===== src/rtl/ram_arbiter_pkg.sv =====
// Shared types and constants for the data-RAM arbiter: FSM state encodings,
// grant encodings and active-low strobe levels.
package ram_arbiter_pkg;

    typedef enum logic [1:0] {
        ARB_IDLE  = 2'b00,
        ARB_BURST = 2'b01,
        ARB_COOL  = 2'b10
    } arb_state_e;

    typedef enum logic [1:0] {
        GNT_NONE = 2'b00,
        GNT_CPU  = 2'b01,
        GNT_DMA  = 2'b10
    } arb_gnt_e;

    localparam logic ENABLE_  = 1'b0;
    localparam logic DISABLE_ = 1'b1;

    function automatic logic is_req(input logic rd_, input logic wr_);
        return (rd_ == ENABLE_) || (wr_ == ENABLE_);
    endfunction

endpackage


===== src/rtl/ram_arbiter_grant.sv =====
// Purely combinational priority decode choosing which master owns the RAM
// port this cycle, from live requests and registered arbiter state.
module ram_arbiter_grant
    import ram_arbiter_pkg::*;
(
    input  logic       rst_,
    input  arb_state_e state,
    input  logic       creq,
    input  logic       dreq,
    input  logic       starve_full,
    output arb_gnt_e   grant
);

    always_comb begin
        grant = GNT_NONE;
        if (!rst_) begin
            grant = GNT_NONE;
        end else if (state == ARB_BURST && dreq) begin
            grant = GNT_DMA;
        end else if (state == ARB_COOL && creq) begin
            grant = GNT_CPU;
        end else if (starve_full && dreq) begin
            grant = GNT_DMA;
        end else if (creq) begin
            grant = GNT_CPU;
        end else if (dreq) begin
            grant = GNT_DMA;
        end
    end

endmodule


===== src/rtl/ram_arbiter.sv =====
// Shares the single data-RAM port between the CPU data port and the DMA/debug
// loader, with same-cycle grant, bounded DMA bursts and starvation forcing.
module ram_arbiter
    import ram_arbiter_pkg::*;
#(
    parameter int ADDR_W     = 8,
    parameter int DATA_W     = 8,
    parameter int MAX_BURST  = 4,
    parameter int STARVE_LIM = 6
) (
    input  logic              clk,
    input  logic              rst_,
    input  logic              cpu_rd_,
    input  logic              cpu_wr_,
    input  logic [ADDR_W-1:0] cpu_addr,
    input  logic [DATA_W-1:0] cpu_d_in,
    output logic              cpu_stall,
    input  logic              dma_rd_,
    input  logic              dma_wr_,
    input  logic [ADDR_W-1:0] dma_addr,
    input  logic [DATA_W-1:0] dma_d_in,
    input  logic              dma_lock,
    output logic              dma_gnt,
    output logic [ADDR_W-1:0] ram_addr,
    output logic [DATA_W-1:0] ram_d_in,
    output logic              ram_rd_,
    output logic              ram_wr_,
    input  logic [DATA_W-1:0] ram_d_out,
    output logic              proto_err
);

    localparam int BCNT_W = (MAX_BURST > 1) ? $clog2(MAX_BURST) : 1;
    localparam int SCNT_W = $clog2(STARVE_LIM + 1);
    localparam logic BURST_EN = (MAX_BURST > 1);
    localparam logic [BCNT_W-1:0] BURST_LAST = BCNT_W'(MAX_BURST - 1);
    localparam logic [SCNT_W-1:0] STARVE_MAX = SCNT_W'(STARVE_LIM);

    arb_state_e        state_q, state_d;
    logic [BCNT_W-1:0] burst_cnt_q, burst_cnt_d;
    logic [SCNT_W-1:0] starve_cnt_q, starve_cnt_d;

    logic     creq, dreq;
    arb_gnt_e grant;
    logic     cpu_gnt_w, dma_gnt_w;
    logic     sel_rd_, sel_wr_;

    // Read data is routed to both masters outside this block.
    logic unused_ram_d_out;
    assign unused_ram_d_out = ^ram_d_out;

    assign creq = is_req(cpu_rd_, cpu_wr_);
    assign dreq = is_req(dma_rd_, dma_wr_);

    ram_arbiter_grant u_grant (
        .rst_        (rst_),
        .state       (state_q),
        .creq        (creq),
        .dreq        (dreq),
        .starve_full (starve_cnt_q == STARVE_MAX),
        .grant       (grant)
    );

    assign cpu_gnt_w = (grant == GNT_CPU);
    assign dma_gnt_w = (grant == GNT_DMA);

    always_comb begin
        ram_addr  = cpu_addr;
        ram_d_in  = cpu_d_in;
        sel_rd_   = cpu_rd_;
        sel_wr_   = cpu_wr_;
        if (dma_gnt_w) begin
            ram_addr = dma_addr;
            ram_d_in = dma_d_in;
            sel_rd_  = dma_rd_;
            sel_wr_  = dma_wr_;
        end
    end

    // A granted master asserting both strobes is resolved as a write.
    always_comb begin
        ram_rd_   = DISABLE_;
        ram_wr_   = DISABLE_;
        proto_err = 1'b0;
        if (grant != GNT_NONE) begin
            if (sel_rd_ == ENABLE_ && sel_wr_ == ENABLE_) begin
                ram_wr_   = ENABLE_;
                proto_err = 1'b1;
            end else begin
                ram_rd_ = sel_rd_;
                ram_wr_ = sel_wr_;
            end
        end
    end

    assign cpu_stall = creq & ~cpu_gnt_w;
    assign dma_gnt   = dma_gnt_w;

    always_comb begin
        state_d     = state_q;
        burst_cnt_d = burst_cnt_q;
        case (state_q)
            ARB_IDLE: begin
                if (dma_gnt_w && dma_lock && BURST_EN) begin
                    state_d     = ARB_BURST;
                    burst_cnt_d = BCNT_W'(1);
                end
            end
            ARB_BURST: begin
                if (dma_gnt_w && burst_cnt_q == BURST_LAST) begin
                    state_d     = ARB_COOL;
                    burst_cnt_d = '0;
                end else if (dma_gnt_w && dma_lock) begin
                    burst_cnt_d = burst_cnt_q + BCNT_W'(1);
                end else begin
                    state_d     = ARB_IDLE;
                    burst_cnt_d = '0;
                end
            end
            ARB_COOL: begin
                state_d     = ARB_IDLE;
                burst_cnt_d = '0;
            end
            default: begin
                state_d     = ARB_IDLE;
                burst_cnt_d = '0;
            end
        endcase
    end

    always_comb begin
        starve_cnt_d = '0;
        if (dreq && !dma_gnt_w) begin
            starve_cnt_d = (starve_cnt_q == STARVE_MAX) ? starve_cnt_q
                                                        : starve_cnt_q + SCNT_W'(1);
        end
    end

    always_ff @(posedge clk or negedge rst_) begin
        if (!rst_) begin
            state_q      <= ARB_IDLE;
            burst_cnt_q  <= '0;
            starve_cnt_q <= '0;
        end else begin
            state_q      <= state_d;
            burst_cnt_q  <= burst_cnt_d;
            starve_cnt_q <= starve_cnt_d;
        end
    end

endmodule


===== config.mk =====
export PLATFORM = sky130hd
export DESIGN_NAME = ram_arbiter
export DESIGN_NICKNAME = d
export VERILOG_FILES = /design/src/rtl/ram_arbiter_pkg.sv /design/src/rtl/ram_arbiter_grant.sv /design/src/rtl/ram_arbiter.sv
export SDC_FILE = /design/constraint.sdc
export NUM_CORES = 1
export LEC_CHECK = 0
export ABC_AREA = 1
export BUFFER_PORTS_ARGS = -buffer_cell sky130_fd_sc_hd__buf_2
export CORE_ASPECT_RATIO = 1.25
export CORE_MARGIN = 2
export CORE_UTILIZATION = 35
export CTS_CLUSTER_DIAMETER = 30
export CTS_CLUSTER_SIZE = 30
export DETAILED_ROUTE_END_ITERATION = 8
export GPL_ROUTABILITY_DRIVEN = 0
export GPL_TIMING_DRIVEN = 0
export PLACE_DENSITY = 0.76
export REMOVE_ABC_BUFFERS = 1
export SETUP_SLACK_MARGIN = 0.15
export SLEW_MARGIN = 20
export SYNTH_ARGS = -nofsm -noshare
export SYNTH_HDL_FRONTEND = slang
export SYNTH_SLANG_ARGS = --single-unit

===== constraint.sdc =====
create_clock -name clk -period 2.5 [get_ports clk]
set_input_delay 0.5 -clock clk [delete_from_list [all_inputs] [get_ports clk]]
set_output_delay 0.5 -clock clk [all_outputs]
set_load 0.01 [all_outputs]

==> results.py, run 1 <==
metrics = {
    "sta": {
        "fin_setup_tns_ns": 0,
        "max_freq_mhz": 446,
        "tightestPinTransition_ns": 0.342,
        "slew_viol_final": 0,
        "rsz0062_at_grt": "false",
        "hold_viol_final": 0,
        "period_minus_slack_ns": 2.24,
        "max-slew-margin-rel_pct": 77.0,
        "period_share_pct": 89.6,
        "report.final.setup_viol": 0,
        "fin_worst_skew_ns": 0.00198,
    },
    "cells_and_area": {
        "layout_commonest_cell": "nand2_1",
        "area_growth_syn_to_layout_pct": 62.9,
        "drive_gt1_share_pct": 44.7,
        "final_util_pct": 60.9,
        "stdcell_count": 198,
        "layout_common_cells": "62 x nand2_1, 59 x buf_2, 7 x nand3_1, 7 x nor2_1, 7 x dfrtp_1",
        "final_nets": 230,
        "n_antenna_cell": 0,
        "stdcell_area_sq_um": 1080,
    },
    "global_routing": {
        "grt_pass1_vias": 770,
        "grt_max_degree": 20,
        "grtUsageTotal_pct": 17.2,
        "antenna_found_initial": 0,
        "overflow": 0,
        "grt_first_pass_wirelength_um": 3020,
    },
    "clock_tree": {
        "cts_tree": "done",
        "clk_pin_slew_ns": 0.05,
        "hold_buffers": 0,
        "clk_latency_ns": 0.24,
        "ctsLongestPathBuffers": 2,
        "root_buffer": "clkbuf_4",
        "cts_max_level": 1,
        "cts-buffers-inserted": 3,
        "cts_sinks": 7,
    },
    "power": {
        "p_int_mw": 0.360,
        "p_sw_share_pct": 39.1,
        "vdd_drop_max_mv": 0.435,
        "clkPwrFrac_pct": 16.2,
        "p_leak_nw": 0.683,
        "switching_power_mw": 0.232,
        "power.density_nw_per_um2": 550,
        "combPwrFrac_pct": 55.1,
        "p_seq_share_pct": 28.7,
        "power.total_mw": 0.592,
    },
    "routing": {
        "firstDrtPassIters": 4,
        "wirelength_um": 2000,
        "drt-met1-wl_um": 758,
        "num_vias": 941,
        "dr_wl_met2_um": 1010,
        "wl_per_cell_um": 10.1,
        "viasPerCell": 4.75,
        "ant_nets": 0,
        "drt_iter0_drc": 8,
        "drc": 0,
        "met3_length_um": 231,
        "dr.max_layer_used": "met3",
    },
    "placed_design": {
        "numPortBuffers": 59,
        "dp_cells": 187,
        "placed_area_sq_um": 952,
        "hpwl_um": 1500,
    },
    "run": {
        "drv_cap": 0,
    },
    "hold_path": {
        "hold_path_class": "in2async",
    },
    "worst_setup_path": {
        "cp.arrival_ns": 1.74,
        "criticalPathCategory": "reg2out",
        "setup.worst_path.end_class": "primary output",
        "cp_max_fo": 8,
        "startpoint_type": "flop",
        "required_ns": 2.00,
    },
    "synth": {
        "postSynthAreaPerCell_sq_um": 5.90,
        "yosys_warnings": 0,
        "ys_ff_latch": 7,
        "synth_cell_types": 20,
        "ys_seq_area_share_pct": 26.5,
        "netlist_area_sq_um": 661,
        "syn_inst": 112,
    },
    "status": {
        "status": "complete, no violations",
    },
    "floorplan": {
        "initial_core_util_pct": 37.4,
        "dieArea_sq_um": 2250,
        "die_width_um": 42.9,
        "die_height_um": 52.6,
        "ios": 68,
        "rows": 17,
        "fp.coreArea_sq_um": 1770,
    },
}
[state kept, by name, indices dropped and copies added, names as in the netlist]
register / cells
starve_cnt_q: 3
state_q: 2
burst_cnt_q: 2
[synth_stat cells, drive strengths merged]
master	instances	area, sq um
nand2	67	264
nand3	8	40.0
dfrtp	7	175
nor2	7	26.3
inv	6	25.0
a21oi	4	20.0
buf	3	27.5
ha	3	37.5
o21ai	2	10.0
nand4	1	6.26
nor3	1	5.00
or2	1	6.26
xnor2	1	8.76
xor2	1	8.76
[power by group through the flow]
stage	combinational, mW	sequential, mW	clock (mW)
after floorplan	0.174	0.166	0
after global placement	0.264	0.168	0
after detailed placement	0.275	0.170	0
after CTS	0.292	0.169	0.101
after global routing	0.363	0.175	0.113
final	0.326	0.170	0.0960
[worst max-delay path: stages, from the launching register on]
cell,delay (ns)
dfrtp_1,0.38
inv_2,0.07
ha_2,0.17
nand2_2,0.09
nand2_2,0.08
nand3_2,0.09
nand2_4,0.12
nand2_8,0.10
nand2_1,0.11
nand3_1,0.08
nor2_1,0.08
buf_2,0.13
[worst paths after layout]
path	endpoint	slack (ns)	from	cells after the start
max	proto_err	0.26	starve_cnt_q[0]	11
min	burst_cnt_q[0]	0.16	rst_	1
max reg2reg	starve_cnt_q[1]	0.95	starve_cnt_q[0]	10
min reg2reg	burst_cnt_q[1]	0.54	burst_cnt_q[1]	2
max in group asynchronous	starve_cnt_q[2]	2.08	rst_	1
min in group clk	burst_cnt_q[1]	0.54	burst_cnt_q[1]	2
[routing by layer]
metal	GRT usage, %	vias up
met2	32.6	49
met1	18.6	407
met5	0	-
li1	-	485
met4	4.69	0
met3	4.48	0
[cells by family (layout without fill, tap and decap cells)]
kind of cell             after synthesis  after routing  share of synthesized area, %
XOR/XNOR                               2              2                          2.65
adder cells (fa/ha/maj)                3              3                          5.68
AO/OA/AOI/OAI                          6              6                          4.54
buffers and inverters                  9             75                          7.95
AND/OR/NAND/NOR                       85             86                          52.7
flip-flops                             7              7                          26.5
[final cells by class]
cell class                 count  area (sq um)
fill                         173           689
multi-input combinational     97           470
timing repair buffer          64           337
sequential                     7           175
inverter                       6          35.0
clock buffer                   4          26.3
tap                           19          23.8
timing repair inverter         1          8.76
[per-stage QoR]
stage	hold WS [ns]	setup slack [ns]
2_1_floorplan	0.204	0.519
3_3_place_gp	0.384	0.313
3_5_place_dp	0.383	0.292
4_1_cts	0.162	0.163
5_1_grt	0.159	0.135
6_report	0.161	0.259
[repair_timing]
| action | CTS | global route |
|---|---|---|
| setup buffers | 0 | 5 |
| resized for setup | 5 | 8 |
| endpoints found under the setup margin | 17 | 19 |
| cloned | 1 | 1 |
| pin swaps | 0 | 1 |
Power figures use the tool's default switching activity.
==> run 2, diff against run 1 <==
--- a/config.mk
+++ b/config.mk
@@ -15,7 +15,7 @@
 export DETAILED_ROUTE_END_ITERATION = 8
 export GPL_ROUTABILITY_DRIVEN = 0
 export GPL_TIMING_DRIVEN = 0
-export PLACE_DENSITY = 0.76
+export PLACE_DENSITY = 0.92
 export REMOVE_ABC_BUFFERS = 1
 export SETUP_SLACK_MARGIN = 0.15
 export SLEW_MARGIN = 20
==> results.py, run 2 (synthesis gave the netlist of run 1 again) <==
metrics = {
    "power": {
        "power.density_nw_per_um2": 564,
        "clkPwrFrac_pct": 17.0,
        "p_sw_share_pct": 41.6,
        "switching_power_mw": 0.271,
        "p_seq_share_pct": 27.2,
        "combPwrFrac_pct": 55.8,
        "p_leak_nw": 0.717,
        "p_int_mw": 0.381,
        "vdd_drop_max_mv": 0.333,
    },
    "placed_design": {
        "numPortBuffers": 59,
        "dp_worst_setup_slack_ns": 0.267,
        "hpwl_um": 1400,
    },
    "clock_tree": {
        "ctsLongestPathBuffers": 2,
        "cts_max_level": 1,
        "cts-buffers-inserted": 3,
        "hold_buffers": 0,
        "root_buffer": "clkbuf_4",
        "cts_sinks": 7,
        "cts_tree": "done",
        "clk_latency_ns": 0.26,
        "clk_pin_slew_ns": 0.05,
    },
    "worst_setup_path": {
        "path_delay_family": "simple AND/OR/NAND/NOR gates",
        "criticalPathCategory": "reg2out",
        "setup.worst_path.end_class": "primary output",
        "cp_slowest_cell": "dfrtp_1",
        "reg2reg_to": "starve_cnt_q[1]",
        "required_ns": 2.00,
        "critical-path-max-stage-delay_ns": 0.39,
        "cp.arrival_ns": 1.77,
        "critical_path.startpoint": "starve_cnt_q[0]",
        "r2r_slack_ns": 0.96,
        "cp_max_fo": 6,
        "ff2ff_path_depth": 10,
        "cp.depth": 11,
        "r2r_start": "starve_cnt_q[0]",
        "path_cells": "inv_2 -> ha_4 -> nand2_4 -> nand2_2 -> nand3_2 -> nand2_4 -> nand2_8 -> buf_4 -> nand2_1 -> nand2_1 -> buf_2",
        "path_buf_inv": 3,
        "startpoint_type": "flop",
        "endpoint": "ram_d_in[2]",
    },
    "sta": {
        "max_freq_mhz": 440,
        "fin_setup_tns_ns": 0,
        "tightestPinTransition_ns": 0.449,
        "rsz0062_at_grt": "false",
        "fin_worst_skew_ns": 0.000389,
        "max-slew-margin-rel_pct": 70.0,
        "report.final.setup_viol": 0,
        "period_share_pct": 90.9,
        "period_minus_slack_ns": 2.27,
        "setup_ws_ns": 0.229,
        "hold_viol_final": 0,
        "slew_viol_final": 0,
    },
    "routing": {
        "wl_per_cell_um": 11.2,
        "viasPerCell": 4.72,
        "num_vias": 949,
        "wirelength_um": 2240,
        "firstDrtPassIters": 6,
        "drc": 0,
        "drt_iter0_drc": 9,
        "ant_nets": 0,
    },
    "cells_and_area": {
        "regMostFlops": "starve_cnt_q",
        "largest_register_ff_count": 3,
        "seqCellArea_sq_um": 175,
        "n_antenna_cell": 0,
        "multi_input_area_sq_um": 523,
        "area_growth_syn_to_layout_pct": 75.0,
        "n_fill_cell": 172,
        "final_nets": 233,
        "final_util_pct": 65.5,
        "largestRegisters": "starve_cnt_q x3, burst_cnt_q x2, state_q x2",
        "drive_gt1_share_pct": 47.8,
        "layout_common_cells": "59 x nand2_1, 59 x buf_2, 7 x nor2_1, 7 x dfrtp_1, 6 x nand3_1",
    },
    "status": {
        "status": "complete, no violations",
    },
    "floorplan": {
        "ios": 68,
        "dieArea_sq_um": 2250,
        "initial_core_util_pct": 37.4,
        "fp.coreArea_sq_um": 1770,
        "rows": 17,
        "die_height_um": 52.6,
        "die_width_um": 42.9,
    },
    "global_routing": {
        "grt_first_pass_wirelength_um": 2980,
        "antenna_found_initial": 0,
        "overflow": 0,
        "grt_pass1_vias": 777,
        "grt_max_degree": 20,
        "grtUsageTotal_pct": 17.4,
    },
    "run": {
        "drv_cap": 0,
    },
    "hold_path": {
        "hold_path_class": "in2async",
    },
}
run 2: area by class of cell:
class / instances / share of cell area (%)
multi-input combinational: 98 / 45.2
clock buffer: 4 / 2.27
tap: 19 / 2.06
inverter: 6 / 3.03
timing repair inverter: 1 / 0.758
timing repair buffer: 66 / 31.5
sequential: 7 / 15.2
run 2: metal layers:
metal | share of wire, % | up-vias | track usage [%] | wire length (um)
li1 | - | 496 | - | -
met1 | 38 | 421 | 17.1 | 848
met2 | 56 | 29 | 34.1 | 1260
met3 | 5.1 | 3 | 3.45 | 115
met4 | 0.85 | 0 | 7.81 | 19
met5 | 0 | - | 0 | 0
run 2: worst min path at each step:
stage	depth (start not counted)	end	startpoint	slack (ns)
final	1	burst_cnt_q[1]	rst_	0.18
after global routing	1	starve_cnt_q[2]	rst_	0.19
after CTS	1	burst_cnt_q[1]	rst_	0.14
after detailed placement	1	burst_cnt_q[1]	rst_	0.39
after global placement	1	burst_cnt_q[1]	rst_	0.38
after floorplan	0	burst_cnt_q[0]	rst_	0.20
run 2: power groups by stage:
stage | registers (mW) | clock network, mW | logic (mW)
6_report | 0.177 | 0.111 | 0.364
3_5_place_dp | 0.172 | 0 | 0.267
4_1_cts | 0.169 | 0.111 | 0.281
3_3_place_gp | 0.170 | 0 | 0.263
5_1_grt | 0.182 | 0.118 | 0.398
2_1_floorplan | 0.166 | 0 | 0.174
run 2: stage by stage:
| stage | power (mW) | area [sq um] | instances | hold slack [ns] |
|---|---|---|---|---|
| detailed placement | 0.438 | 952 | 187 | 0.386 |
| floorplan | 0.340 | 633 | 109 | 0.204 |
| finish | 0.652 | 1160 | 201 | 0.177 |
| global route | 0.698 | 1160 | 201 | 0.189 |
| global placement | 0.434 | 952 | 187 | 0.383 |
| CTS | 0.561 | 1010 | 192 | 0.141 |
run 2: what timing repair did:
action,in CTS,in global routing
setup buffers,0,7
resized for setup,4,15
endpoints found under the setup margin,17,19
pin swaps,0,3
gates cloned,1,2
==> run 3, diff against run 2 <==
--- a/config.mk
+++ b/config.mk
@@ -14,7 +14,6 @@
 export CTS_CLUSTER_SIZE = 30
 export DETAILED_ROUTE_END_ITERATION = 8
 export GPL_ROUTABILITY_DRIVEN = 0
-export GPL_TIMING_DRIVEN = 0
 export PLACE_DENSITY = 0.92
 export REMOVE_ABC_BUFFERS = 1
 export SETUP_SLACK_MARGIN = 0.15
==> results.py, run 3 (synthesis gave the netlist of run 1 again) <==
metrics = {
    "sta": {
        "whs_ns": 0.149,
        "period_minus_slack_ns": 2.28,
        "fin_setup_tns_ns": 0,
        "rsz0062_at_grt": "false",
        "setup_ws_ns": 0.218,
        "report.final.setup_viol": 0,
        "period_share_pct": 91.3,
        "tightestPinTransition_ns": 0.362,
        "hold_viol_final": 0,
        "slew_viol_final": 0,
        "max-slew-margin-rel_pct": 75.9,
        "max_freq_mhz": 438,
        "fin_worst_skew_ns": 0.00671,
    },
    "clock_tree": {
        "clk_latency_ns": 0.26,
        "ctsLongestPathBuffers": 2,
        "cts_max_level": 1,
        "root_buffer": "clkbuf_4",
        "clk_pin_slew_ns": 0.05,
        "cts_sinks": 7,
        "cts-buffers-inserted": 3,
        "cts_tree": "done",
        "hold_buffers": 0,
    },
    "global_routing": {
        "grt_max_degree": 20,
        "grt_pass1_vias": 753,
        "antenna_found_initial": 0,
        "grt_first_pass_wirelength_um": 2770,
        "grtUsageTotal_pct": 15.8,
        "overflow": 0,
    },
    "placed_design": {
        "hpwl_um": 1420,
        "numPortBuffers": 59,
        "dp_cells": 188,
        "placed_area_sq_um": 960,
        "dp_worst_setup_slack_ns": 0.349,
    },
    "routing": {
        "drt_iter0_drc": 5,
        "drc": 0,
        "wl_per_cell_um": 9.93,
        "firstDrtPassIters": 4,
        "wirelength_um": 2030,
        "num_vias": 933,
        "ant_nets": 0,
        "viasPerCell": 4.57,
    },
    "status": {
        "status": "complete, no violations",
    },
    "worst_setup_path": {
        "cp_max_fo": 4,
        "path_cells": "inv_2 -> ha_1 -> nand2_2 -> nand2_2 -> nand3_2 -> nand2_4 -> buf_4 -> nand2_4 -> buf_4 -> nand2_1 -> nand2_1 -> buf_2",
        "critical_path.startpoint": "starve_cnt_q[0]",
        "reg2reg_to": "burst_cnt_q[1]",
        "cp.arrival_ns": 1.78,
        "r2r_start": "starve_cnt_q[1]",
        "setup.worst_path.end_class": "primary output",
        "cp_slowest_cell": "dfrtp_1",
        "ff2ff_path_depth": 10,
        "critical-path-max-stage-delay_ns": 0.39,
        "required_ns": 2.00,
        "startpoint_type": "flop",
        "criticalPathCategory": "reg2out",
        "r2r_slack_ns": 0.99,
    },
    "power": {
        "p_leak_nw": 0.721,
        "power.total_mw": 0.619,
        "power.density_nw_per_um2": 542,
        "vdd_drop_max_mv": 0.415,
    },
    "cells_and_area": {
        "stdcell_count": 204,
        "regMostFlops": "starve_cnt_q",
        "n_fill_cell": 167,
        "area_growth_syn_to_layout_pct": 72.7,
        "final_nets": 236,
        "final_util_pct": 64.6,
        "drive_gt1_share_pct": 46.5,
        "multi_input_area_sq_um": 480,
        "largestRegisters": "starve_cnt_q x3, burst_cnt_q x2, state_q x2",
        "n_antenna_cell": 0,
        "layout_commonest_cell": "nand2_1",
        "seqCellArea_sq_um": 175,
        "largest_register_ff_count": 3,
        "stdcell_area_sq_um": 1140,
        "layout_common_cells": "61 x nand2_1, 59 x buf_2, 9 x buf_4",
    },
    "floorplan": {
        "dieArea_sq_um": 2250,
        "die_height_um": 52.6,
        "die_width_um": 42.9,
        "rows": 17,
        "ios": 68,
        "fp.coreArea_sq_um": 1770,
        "initial_core_util_pct": 37.4,
    },
    "hold_path": {
        "hold_path_class": "in2async",
    },
    "run": {
        "drv_cap": 0,
    },
}
-- run 3: cell types whose count changed in the layout (fill, tap and decap cells not counted), sizes merged --
| cell | before | now |
|---|---|---|
| buf | 66 | 71 |
| inv | 6 | 5 |
| nand2 | 69 | 68 |
-- run 3: how the worst max path moves through the flow --
| stage | end | slack (ns) | cells past startpoint |
|---|---|---|---|
| 2_1_floorplan | proto_err | 0.52 | 10 |
| 3_3_place_gp | proto_err | 0.36 | 11 |
| 3_5_place_dp | proto_err | 0.35 | 11 |
| 4_1_cts | proto_err | 0.14 | 12 |
| 5_1_grt | ram_addr[4] | 0.12 | 12 |
| 6_report | ram_d_in[3] | 0.22 | 12 |
-- run 3: what timing repair did --
item                       CTS  global route
pin swaps                    0             2
resized for setup            1            17
setup buffers                0            11
setup endpoints to repair    2            19
gates cloned                 0             1
-- run 3: per-layer routing --
metal	GRT usage (%)	routed length, um
met1	16.0	760
met2	31.6	1120
met3	2.41	115
met4	6.25	26
met5	0	0
-- run 3: cell type report --
cell class / instances / area share [%]
inverter: 6 / 3.07
sequential: 7 / 15.4
multi-input combinational: 97 / 42.1
tap: 19 / 2.08
timing repair buffer: 71 / 35.1
clock buffer: 4 / 2.30
-- run 3: worst max-delay path: cells and delay by family (launching register included) --
| family | cells | cell delay (ns) |
|---|---|---|
| AND/OR/NAND/NOR | 7 | 0.51 |
| flip-flops | 1 | 0.39 |
| adder cells (fa/ha/maj) | 1 | 0.15 |
| buffers and inverters | 4 | 0.47 |
-- run 3: where the power goes --
part           switching [mW]  leakage, nW  internal [mW]  total [mW]
Combinational           0.172        0.615          0.170       0.343
Clock                  0.0428       0.0150         0.0610       0.104
Sequential             0.0260       0.0913          0.147       0.173
